### src/rtl/lc3_pkg.sv
// ---------------------------------------------------------------------------
// lc3_pkg
// Shared types for the LC-3 memory sequencer.
//   memseq_op_t      : command opcodes carried on cmd_op
//   memseq_state_t   : sequencer FSM states
//   memseq_is_write  : true for ops whose final access is a store
//   memseq_is_ind    : true for ops that start with a pointer fetch
// ---------------------------------------------------------------------------
package lc3_pkg;

    typedef enum logic [1:0] {
        MS_READ      = 2'd0,
        MS_WRITE     = 2'd1,
        MS_READ_IND  = 2'd2,
        MS_WRITE_IND = 2'd3
    } memseq_op_t;

    typedef enum logic [1:0] {
        MS_IDLE,
        MS_REQ,
        MS_IND,
        MS_RSP
    } memseq_state_t;

    function automatic logic memseq_is_write(input memseq_op_t op);
        return (op == MS_WRITE) || (op == MS_WRITE_IND);
    endfunction

    function automatic logic memseq_is_ind(input memseq_op_t op);
        return (op == MS_READ_IND) || (op == MS_WRITE_IND);
    endfunction

endpackage

### src/rtl/lc3_memseq_watchdog.sv
// ---------------------------------------------------------------------------
// lc3_memseq_watchdog
// Counts REQ cycles that pass without a memory acknowledge.
// Only instantiated when LC3_MEMSEQ_TIMEOUT_EN is defined.
// Parameters:
//   TIMEOUT_CYC : number of unacknowledged REQ cycles before abort (>= 2)
// Ports:
//   clk      in  clock, rising edge
//   reset    in  synchronous active-high reset, clears the count
//   clear_i  in  restart the count (asserted on each entry to REQ)
//   en_i     in  count this cycle (REQ without mem_ack)
//   tc_o     out terminal count: the current cycle is the TIMEOUT_CYC-th
//                unacknowledged REQ cycle
// ---------------------------------------------------------------------------
module lc3_memseq_watchdog #(
    parameter int unsigned TIMEOUT_CYC = 64
) (
    input  logic clk,
    input  logic reset,
    input  logic clear_i,
    input  logic en_i,
    output logic tc_o
);

    // The count only has to reach TIMEOUT_CYC-1: that value flags the
    // cycle on which the abort happens.
    localparam int unsigned CNT_W = (TIMEOUT_CYC > 2) ? $clog2(TIMEOUT_CYC) : 1;
    localparam logic [CNT_W-1:0] TC_VAL = CNT_W'(TIMEOUT_CYC - 1);

    logic [CNT_W-1:0] cnt_q;
    logic [CNT_W-1:0] cnt_d;

    assign tc_o = (cnt_q == TC_VAL);

    always_comb begin
        cnt_d = cnt_q;
        if (clear_i) begin
            cnt_d = '0;
        end else if (en_i && !tc_o) begin
            cnt_d = cnt_q + 1'b1;
        end
    end

    always_ff @(posedge clk) begin
        if (reset) begin
            cnt_q <= '0;
        end else begin
            cnt_q <= cnt_d;
        end
    end

endmodule

### src/rtl/lc3_mem_sequencer.sv
// ---------------------------------------------------------------------------
// lc3_mem_sequencer
// MAR/MDR command/response memory sequencer for the LC-3 core. Executes
// READ, WRITE, READ_IND (LDI) and WRITE_IND (STI) as a single command
// against variable-latency memory using a req/ack handshake.
//
// Optional feature macro: LC3_MEMSEQ_TIMEOUT_EN
//   defined   : watchdog aborts a REQ after TIMEOUT_CYC cycles without
//               mem_ack and reports rsp_err = 1
//   undefined : REQ waits forever, rsp_err tied low
//
// Parameters:
//   DATA_W      data / MDR width (>= ADDR_W)
//   ADDR_W      address / MAR width
//   TIMEOUT_CYC watchdog terminal count (>= 2), used only with the macro
//
// Ports:
//   clk, reset            clock and synchronous active-high reset
//   cmd_valid/cmd_ready   command handshake (ready only in IDLE)
//   cmd_op                memseq_op_t opcode
//   cmd_addr              effective / pointer address
//   cmd_wdata             store data
//   rsp_valid             one-cycle completion pulse
//   rsp_data              MDR contents during rsp_valid
//   rsp_err               timeout abort flag, qualified by rsp_valid
//   mem_req/mem_we        memory request (held until mem_ack) and direction
//   mem_addr/mem_wdata    MAR / MDR driven to memory
//   mem_ack/mem_rdata     memory completion and read data
//   mar/mdr               debug view of MAR / MDR
// ---------------------------------------------------------------------------
module lc3_mem_sequencer
    import lc3_pkg::*;
#(
    parameter int unsigned DATA_W      = 16,
    parameter int unsigned ADDR_W      = 16,
    parameter int unsigned TIMEOUT_CYC = 64
) (
    input  logic              clk,
    input  logic              reset,

    input  logic              cmd_valid,
    output logic              cmd_ready,
    input  logic [1:0]        cmd_op,
    input  logic [ADDR_W-1:0] cmd_addr,
    input  logic [DATA_W-1:0] cmd_wdata,

    output logic              rsp_valid,
    output logic [DATA_W-1:0] rsp_data,
    output logic              rsp_err,

    output logic              mem_req,
    output logic              mem_we,
    output logic [ADDR_W-1:0] mem_addr,
    output logic [DATA_W-1:0] mem_wdata,
    input  logic              mem_ack,
    input  logic [DATA_W-1:0] mem_rdata,

    output logic [ADDR_W-1:0] mar,
    output logic [DATA_W-1:0] mdr
);

    if (DATA_W < ADDR_W) begin : g_chk_width
        $error("lc3_mem_sequencer: DATA_W must be >= ADDR_W");
    end
    if (TIMEOUT_CYC < 2) begin : g_chk_timeout
        $error("lc3_mem_sequencer: TIMEOUT_CYC must be >= 2");
    end

    memseq_state_t     state_q, state_d;
    memseq_op_t        op_q,    op_d;
    logic              phase_q, phase_d;
    logic [ADDR_W-1:0] mar_q,   mar_d;
    logic [DATA_W-1:0] mdr_q,   mdr_d;

    memseq_op_t        cmd_op_e;
    logic              access_we;

    assign cmd_op_e = memseq_op_t'(cmd_op);

    // The pointer fetch (phase 1) is always a read; the final access
    // stores only for the write-type ops.
    assign access_we = !phase_q && memseq_is_write(op_q);

`ifdef LC3_MEMSEQ_TIMEOUT_EN
    logic wd_clear;
    logic wd_en;
    logic wd_tc;
    logic err_q, err_d;

    assign wd_clear = ((state_q == MS_IDLE) && cmd_valid) || (state_q == MS_IND);
    assign wd_en    = (state_q == MS_REQ) && !mem_ack;

    lc3_memseq_watchdog #(
        .TIMEOUT_CYC(TIMEOUT_CYC)
    ) u_watchdog (
        .clk    (clk),
        .reset  (reset),
        .clear_i(wd_clear),
        .en_i   (wd_en),
        .tc_o   (wd_tc)
    );

    assign rsp_err = (state_q == MS_RSP) && err_q;
`else
    assign rsp_err = 1'b0;
`endif

    always_comb begin
        state_d = state_q;
        op_d    = op_q;
        phase_d = phase_q;
        mar_d   = mar_q;
        mdr_d   = mdr_q;
`ifdef LC3_MEMSEQ_TIMEOUT_EN
        err_d   = err_q;
`endif
        unique case (state_q)
            MS_IDLE: begin
                if (cmd_valid) begin
                    mar_d   = cmd_addr;
                    op_d    = cmd_op_e;
                    phase_d = memseq_is_ind(cmd_op_e);
                    if (memseq_is_write(cmd_op_e)) begin
                        mdr_d = cmd_wdata;
                    end
`ifdef LC3_MEMSEQ_TIMEOUT_EN
                    err_d   = 1'b0;
`endif
                    state_d = MS_REQ;
                end
            end
            MS_REQ: begin
                // An ack on the terminal-count cycle takes priority over the abort.
                if (mem_ack) begin
                    if (phase_q) begin
                        mar_d   = mem_rdata[ADDR_W-1:0];
                        phase_d = 1'b0;
                        state_d = MS_IND;
                    end else begin
                        if (!access_we) begin
                            mdr_d = mem_rdata;
                        end
                        state_d = MS_RSP;
                    end
                end
`ifdef LC3_MEMSEQ_TIMEOUT_EN
                else if (wd_tc) begin
                    err_d   = 1'b1;
                    phase_d = 1'b0;
                    state_d = MS_RSP;
                end
`endif
            end
            MS_IND: begin
                state_d = MS_REQ;
            end
            MS_RSP: begin
                state_d = MS_IDLE;
            end
            default: begin
                state_d = MS_IDLE;
            end
        endcase
    end

    always_ff @(posedge clk) begin
        if (reset) begin
            state_q <= MS_IDLE;
            op_q    <= MS_READ;
            phase_q <= 1'b0;
            mar_q   <= '0;
            mdr_q   <= '0;
`ifdef LC3_MEMSEQ_TIMEOUT_EN
            err_q   <= 1'b0;
`endif
        end else begin
            state_q <= state_d;
            op_q    <= op_d;
            phase_q <= phase_d;
            mar_q   <= mar_d;
            mdr_q   <= mdr_d;
`ifdef LC3_MEMSEQ_TIMEOUT_EN
            err_q   <= err_d;
`endif
        end
    end

    // All outputs decode directly from registered state.
    assign cmd_ready = (state_q == MS_IDLE);
    assign mem_req   = (state_q == MS_REQ);
    assign mem_we    = (state_q == MS_REQ) && access_we;
    assign rsp_valid = (state_q == MS_RSP);
    assign rsp_data  = mdr_q;
    assign mem_addr  = mar_q;
    assign mem_wdata = mdr_q;
    assign mar       = mar_q;
    assign mdr       = mdr_q;

endmodule

### config.mk
export PLATFORM = sky130hd
export DESIGN_NAME = lc3_mem_sequencer
export DESIGN_NICKNAME = d
export VERILOG_FILES = /design/src/rtl/lc3_pkg.sv /design/src/rtl/lc3_memseq_watchdog.sv /design/src/rtl/lc3_mem_sequencer.sv
export SDC_FILE = /design/constraint.sdc
export NUM_CORES = 1
export LEC_CHECK = 0
export CAP_MARGIN = 20
export CORE_ASPECT_RATIO = 1.5
export CORE_MARGIN = 1.5
export CORE_UTILIZATION = 35
export DETAILED_ROUTE_END_ITERATION = 6
export PLACE_DENSITY = 0.84
export SETUP_SLACK_MARGIN = 0.2
export SLEW_MARGIN = 40
export SYNTH_ARGS = -nofsm -noshare
export SYNTH_HDL_FRONTEND = slang
export SYNTH_SLANG_ARGS = --single-unit
### constraint.sdc
create_clock -name clk -period 2.4 [get_ports clk]
set_clock_uncertainty 0.15 [all_clocks]
set_input_delay 0.24 -clock clk [delete_from_list [all_inputs] [get_ports clk]]
set_output_delay 0.24 -clock clk [all_outputs]
set_load 0.01 [all_outputs]
# Word-level counts from Yosys, hierarchy flattened
# Cells that the tools add are included.
# totals
output_inout_bits,85
inputBits,54
wordCells,49
ff_bits,37
# classes
muxes,17
n_eq_ne,14
n_reduce_logical,13
# op_table
op,n
$mux 16,8
$pmux 16 s2,2
$eq 2x2->1 const B,5
$pmux 2 s4,1
$eq 2x1->1 const B,3
$ne 2x1->1 const B,3
$ne 2x2->1 const B,3
$reduce_and 6->1,1
$mux 2,2
$reduce_and 2->1,2
$reduce_and 4->1,1
$logic_or 1x1->1,3
$mux 1,3
$reduce_and 3->1,1
$logic_and 1x1->1,2
$logic_not 2->1,1
$pmux 1 s2,1
$reduce_bool 2->1,1
$logic_not 1->1,1

# Logic depth before layout (Yosys ltp)
# Gate-level depths: netlist of run 1.
# logic_depth
word_depth,7
depth_mapped,8
ltp_nobuf,5

# Worst setup path before layout of run 1
# Ideal clock, no wire load.
# synth_path
path_type,register to register
start,reg state_q[0]
end,"reg mdr_q[10], in the netlist mdr[10]"
n_path_buf,1
t_required_ps,2107
arrival_ps,1461
slack_ps,645
synth_period_minus_slack_ps,1755
path_stages_with_launch,5
setup_ps,143
cell_sequence,dfxtp_1 > or3b_1 > a221oi_4 > buf_2 > a211oi_2
# synth_via
elab_chain_cells,3
elab_cells_between_ends,10
classes_between,eq/ne (6); mux (1); reduce/logical (3)
# synth_rtl
item,line_no,source
from (decl),lc3_mem_sequencer.sv:69,"memseq_state_t state_q, state_d;"
from (signal assigned),lc3_mem_sequencer.sv:177,state_q <= state_d;
$eq 2x1->1 / $logic_not 2->1 (equally long branches),lc3_mem_sequencer.sv:117,unique case (state_q)
"$ne 2x2->1 (no line), or another cell as far along",--,
$reduce_and 6->1 (no line),--,
to (signal assigned),lc3_mem_sequencer.sv:181,mdr_q <= mdr_d;
to (decl),lc3_mem_sequencer.sv:73,"logic [DATA_W-1:0] mdr_q, mdr_d;"
# Several ways; a longest one is shown, not always the timed one.
# A chain may end at the register's enable or synchronous reset.

# Worst setup path after layout of run 1
# layout_path
start,reg state_q[0]
end,out mem_we
# layout_via
elab_chain_cells,2
# layout_rtl
item,line_no,source
$eq 2x1->1,lc3_mem_sequencer.sv:191,assign mem_we = (state_q == MS_REQ) && access_we;
$logic_and 1x1->1,lc3_mem_sequencer.sv:191,
to (decl),lc3_mem_sequencer.sv:52,"output logic mem_we,"
# Every way passes these cells.

==> results of run 1 <==
state kept, by name, indices dropped and copies added (netlist names):
name	flops
mar	16
mdr	16
op_q	1
phase_q	1
state_q	2
cell families after synthesis:
| family | after synthesis | share of synthesized area (%) |
|---|---|---|
| AO/OA/AOI/OAI | 71 | 26.5 |
| flip-flops | 36 | 35.9 |
| buffers and inverters | 66 | 22.1 |
| other | 1 | 0.187 |
| AND/OR/NAND/NOR | 65 | 15.3 |
where the power goes:
part / internal (mW) / switching, mW / leakage (nW)
logic: 0.427 / 0.308 / 0.787
clock network: 0.256 / 0.204 / 0.0503
registers: 0.664 / 0.0627 / 0.297
layout by cell type (no fill, tap or decap):
cell | synthesis | layout
inv_4 | 0 | 1
and2_1 | 17 | 17
nor3b_1 | 2 | 2
o21ai_0 | 1 | 1
buf_2 | 3 | 1
a211oi_2 | 14 | 14
dfxtp_1 | 36 | 35
a21oi_1 | 35 | 34
a21o_1 | 1 | 1
nor2_1 | 36 | 36
nand2_1 | 5 | 5
buf_4 | 51 | 3
nand3_1 | 1 | 1
a21oi_2 | 0 | 1
or3b_1 | 1 | 1
clkbuf_8 | 0 | 7
a221oi_4 | 1 | 1
conb_1 | 1 | 1
a211oi_1 | 18 | 18
dfxtp_2 | 0 | 1
buf_12 | 0 | 1
a2bb2oi_1 | 1 | 1
nand2b_1 | 3 | 3
clkdlybuf4s50_1 | 0 | 136
through the flow:
stage | setup slack [ns] | cell area [um2] | hold WS (ns) | util, % | std cells
global placement | 0.474 | 3070 | 0.345 | 55.9 | 385
floorplan | 0.645 | 2010 | 0.226 | - | 239
finish | 0.362 | 3170 | 0.348 | 57.7 | 392
detailed placement | 0.368 | 3070 | 0.335 | 55.9 | 385
CTS | 0.206 | 3170 | 0.347 | 57.6 | 392
global route | 0.237 | 3170 | 0.373 | 57.7 | 392
worst max path at each step:
stage          depth (start not counted)       start       to
2_1_floorplan                          4  state_q[0]  mdr[10]
3_3_place_gp                           6   cmd_valid   mdr[3]
3_5_place_dp                           6     mem_ack   mdr[0]
4_1_cts                                3  state_q[0]  mem_req
5_1_grt                                3  state_q[0]   mem_we
6_report                               3  state_q[0]   mem_we
cells in the mapped netlist:
cell type and instances:
inv_2 1, o21ai_0 1, a21oi_1 35, buf_4 51, dfxtp_1 36, a211oi_2 14
nor2_1 36, a221oi_4 1, nand3_1 1, clkbuf_1 11, nand2b_1 3, or3b_1 1
a211oi_1 18, nor3b_1 2, a21o_1 1, a2bb2oi_1 1, and2_1 17, conb_1 1
nand2_1 5, buf_2 3
routing by layer:
metal  wire length (um)  share of wire [%]  up-vias
met5                  0                  0        -
met1               2060                 37      878
met2               3070                 56       58
met4                110                2.0        0
li1                   -                  -      930
met3                262                4.8        8
area by class of cell:
cell class / instances / share of cell area [%]
Inverter: 1 / 0.197
Timing Repair Buffer: 141 / 44.5
Multi-Input combinational cell: 137 / 26.8
Tap cell: 70 / 2.76
Clock buffer: 7 / 3.04
Sequential cell: 36 / 22.8
worst max-delay path, stage by stage, from the launching register on:
cell and delay (ns):
dfxtp_2 0.39, nand2b_1 0.17, nor3b_1 0.25, clkdlybuf4s50_1 0.56
==> impl_metrics.env, run 1 <==
export IMPL_status="finished clean"
export IMPL_num_vias=1874
export IMPL_avgSynthCellArea_um2=8.40
export IMPL_cts_path_max_buffers=2
export IMPL_areaGrowthSynthToFinish_pct=57.8
export IMPL_min_path_type="register to register"
export IMPL_via_per_inst=4.78
export IMPL_cts_sinks=36
export IMPL_yosysSeqAreaShare_pct=35.9
export IMPL_cts_root_buf="clkbuf_8"
export IMPL_cp_start_kind="register"
export IMPL_gp_congestion=0.813
export IMPL_worstRegToRegCells=5
export IMPL_cts_tree="yes"
export IMPL_multi_input_area_um2=848
export IMPL_min_to="op_q[0]"
export IMPL_htreeDepth=2
export IMPL_drt_iter0_drc=58
export IMPL_drv_cap=0
export IMPL_power_per_cell_area_nw_per_um2=606
export IMPL_grt_pass1_vias=1744
export IMPL_grt_start_max_net_pins=37
export IMPL_hold_path_depth=2
export IMPL_r2r_start="state_q[0]"
export IMPL_hpwlAfterDp_um=4260
export IMPL_worst_slew_pin_slew_ns=0.815
export IMPL_grt_total_usage_pct=17.3
export IMPL_yosysTopAreaCellShare_pct=35.9
export IMPL_ys_ff_latch=36
export IMPL_rows=33
export IMPL_post_cts_buffers=0
export IMPL_cts_buffers=5
export IMPL_p_total_mw=1.92
export IMPL_ctsResizeCount=0
export IMPL_yosys_warnings=0
export IMPL_wl_per_cell_um=14.0
export IMPL_grt_use_met2_pct=33.2
export IMPL_end_kind="primary output"
export IMPL_max_freq_mhz=491
export IMPL_nFillCells=499
export IMPL_diodes=0
export IMPL_regArea_um2=722
export IMPL_syn_area_um2=2010
export IMPL_use_met3_pct=3.27
export IMPL_synth_cell_type_count=20
export IMPL_drtPass1Iterations=4
export IMPL_rr_endpoint="mdr[0]"
export IMPL_cp_data_required_time_ns=2.01
export IMPL_hold_start="op_q[0]"
export IMPL_start_util_pct=36.6
export IMPL_min_period_ns=2.04
export IMPL_ant_nets=0
export IMPL_grt_overflow=0
export IMPL_p_leak_nw=1.13
export IMPL_critical_path_class="register to primary output"
export IMPL_fin_crit_sh_pct=84.9
export IMPL_met1_usage_pct=18.4
export IMPL_syn_inst=239
export IMPL_grt_antenna_before_repair=0
export IMPL_finalSetupViolations=0
export IMPL_grt_first_pass_wirelength_um=8320
export IMPL_dieHeight_um=95.8
export IMPL_clk_pin_slew_ns=0.07
export IMPL_synth_top_cell_by_area="dfxtp_1"
export IMPL_max_vdd_ir_drop_mv=0.269
export IMPL_relSlewSlack_pct=45.7
export IMPL_fin_nets=376
export IMPL_core_um2=5490
export IMPL_ios=139
export IMPL_hold_viol_final=0
export IMPL_synth_nets=293
export IMPL_clk_latency_ns=0.28
export IMPL_tns_ns=0
export IMPL_port_buffers=137
export IMPL_grt_busiest_layer="met2"
export IMPL_worstPathArrival_ns=1.65
export IMPL_fp_dieW_um=64.8
export IMPL_postCtsHoldBufs=0
export IMPL_wirelength_um=5500
export IMPL_dieArea_um2=6210
export IMPL_drc=0
export IMPL_final_max_slew_violation_count=0
export IMPL_rsz0062_at_grt="no"
export IMPL_path_max_fanout=9
export IMPL_ff2ff_setup_slack_ns=0.57
export IMPL_synth_area_leaders="dfxtp_1, buf_4, a211oi_2, a21oi_1, a211oi_1"
export IMPL_drive_gt1_share_pct=9.32
(Power assumes the default switching activity.)
==> run 2: changes to the inputs <==
==> constraint.sdc (replaced) <==
create_clock -name clk -period 1.99 [get_ports clk]
set_clock_uncertainty 0.15 [all_clocks]
set_input_delay 0.199 -clock clk [delete_from_list [all_inputs] [get_ports clk]]
set_output_delay 0.199 -clock clk [all_outputs]
set_load 0.01 [all_outputs]
==> run 2 against run 1 <==
Net effect: flip-flop and latch count did not move; first-iteration DRC count fell by 22%; via count rose by 3.1%; power rose by 30%; worst setup slack got worse by 0.14 ns; critical path type is now register to register; die area did not move; wire length rose by 11%.
==> impl_metrics.env, run 2 (same netlist as run 1, synthesis figures left out) <==
export IMPL_drt_iter0_drc=45
export IMPL_p_leak_nw=1.27
export IMPL_drv_cap=0
export IMPL_start_util_pct=36.6
export IMPL_diodes=0
export IMPL_wirelength_um=6100
export IMPL_status="finished clean"
export IMPL_postCtsHoldBufs=0
export IMPL_dieHeight_um=95.8
export IMPL_end_kind="register"
export IMPL_wl_per_cell_um=15.1
export IMPL_grt_first_pass_wirelength_um=8950
export IMPL_min_to="state_q[0]"
export IMPL_r2r_start="state_q[0]"
export IMPL_rsz0062_at_grt="yes"
export IMPL_cts_sinks=36
export IMPL_fin_util_pct=61.3
export IMPL_drtPass1Iterations=4
export IMPL_grt_pass1_vias=1875
export IMPL_gp_congestion=0.811
export IMPL_hold_start="reset"
export IMPL_critical_path_class="register to register"
export IMPL_num_vias=1933
export IMPL_cts_buffers=5
export IMPL_mostFrequentLayoutCells="clkdlybuf4s50_1, nor2_1, a21oi_1"
export IMPL_drc=0
export IMPL_fin_crit_sh_pct=89.0
export IMPL_via_per_inst=4.77
export IMPL_cp_start_kind="register"
export IMPL_ff2ff_setup_slack_ns=0.22
export IMPL_dieArea_um2=6210
export IMPL_grt_antenna_before_repair=0
export IMPL_grt_overflow=0
export IMPL_areaGrowthSynthToFinish_pct=67.5
export IMPL_path_max_fanout=8
export IMPL_htreeDepth=2
export IMPL_hpwlAfterDp_um=4340
export IMPL_fp_dieW_um=64.8
export IMPL_max_freq_mhz=564
export IMPL_rr_endpoint="mdr[6]"
export IMPL_ios=139
export IMPL_drive_gt1_share_pct=14.0
export IMPL_hold_viol_final=0
export IMPL_worstPathArrival_ns=1.78
export IMPL_final_common_cell="clkdlybuf4s50_1"
export IMPL_tns_ns=0
export IMPL_worstRegToRegCells=6
export IMPL_min_path_type="primary input to register"
export IMPL_clk_latency_ns=0.29
export IMPL_grt_start_max_net_pins=37
export IMPL_cts_root_buf="clkbuf_8"
export IMPL_final_max_slew_violation_count=0
export IMPL_clk_pin_slew_ns=0.07
export IMPL_finalSetupViolations=0
export IMPL_rows=33
export IMPL_max_vdd_ir_drop_mv=0.425
export IMPL_fin_nets=388
export IMPL_cts_tree="yes"
export IMPL_grt_total_usage_pct=18.8
export IMPL_min_period_ns=1.77
export IMPL_core_um2=5490
export IMPL_cp_data_required_time_ns=2.00
export IMPL_power_per_cell_area_nw_per_um2=741
export IMPL_cts_path_max_buffers=2
export IMPL_port_buffers=137
export IMPL_hold_path_depth=3
export IMPL_ant_nets=0
==> run 2: changes by cell type in the layout (fill, tap and decap cells not counted), sizes merged <==
cell,change
dlymetal6s2s,+2
dlygate4sd2,+2
bufinv,+1
clkinvlp,+1
clkinv,+1
buf,+10
clkdlybuf4s50,-4
==> run 2: layout make-up <==
| cell class | count | area [um2] |
|---|---|---|
| Sequential cell | 36 | 727 |
| Fill cell | 496 | 2130 |
| Tap cell | 70 | 87.6 |
| Inverter | 1 | 3.75 |
| Multi-Input combinational cell | 137 | 858 |
| Timing Repair Buffer | 153 | 1580 |
| Clock inverter | 3 | 42.5 |
| Clock buffer | 5 | 68.8 |
==> run 2: critical path, stage by stage (launching register included) <==
cell	delay (ns)
dfxtp_2	0.35
or3b_4	0.39
a221oi_4	0.24
buf_6	0.17
buf_6	0.13
clkbuf_16	0.16
a211oi_2	0.06
==> run 2: stage by stage <==
step	worst slack [ns]	power (mW)	std cells	hold slack [ns]	cell area, um2
3_5_place_dp	0.0505	1.81	389	0.355	3110
4_1_cts	0.202	2.48	400	0.303	3270
6_report	0.218	2.49	405	0.304	3360
2_1_floorplan	0.235	1.40	239	0.185	2010
5_1_grt	0.138	2.62	405	0.339	3360
3_3_place_gp	0.116	1.79	389	0.331	3110
==> run 2: worst max-delay path by stage <==
| stage | from | slack (ns) | cells after the start | to |
|---|---|---|---|---|
| final | state_q[0] | 0.22 | 6 | mdr[6] |
| after global routing | op_q[0] | 0.14 | 6 | mdr[1] |
| after CTS | state_q[1] | 0.20 | 3 | rsp_valid |
| after detailed placement | mem_ack | 0.05 | 6 | mdr[0] |
| after global placement | mem_ack | 0.12 | 6 | mdr[0] |
| after floorplan | state_q[0] | 0.24 | 4 | mdr[10] |
==> run 2: power breakdown <==
group          internal [mW]  switching, mW  total [mW]
Combinational          0.578          0.400       0.977
Clock                  0.371          0.271       0.642
Sequential             0.800         0.0751       0.875
Total                   1.75          0.746        2.49
==> run 2: repair_timing <==
action,4_1_cts,5_1_grt
endpoints found under the setup margin,18,25
buffers inserted,2,3
pin swaps,1,3
cloned,1,2
resized for setup,7,6
==> run 2: per-layer routing <==
layer / routed length [um] / vias to the layer above / global-route usage, %
met5: 0 / - / 0
met1: 2370 / 895 / 21.1
met2: 3320 / 73 / 34.5
met3: 290 / 8 / 2.81
li1: - / 957 / -
met4: 123 / 0 / 8.51
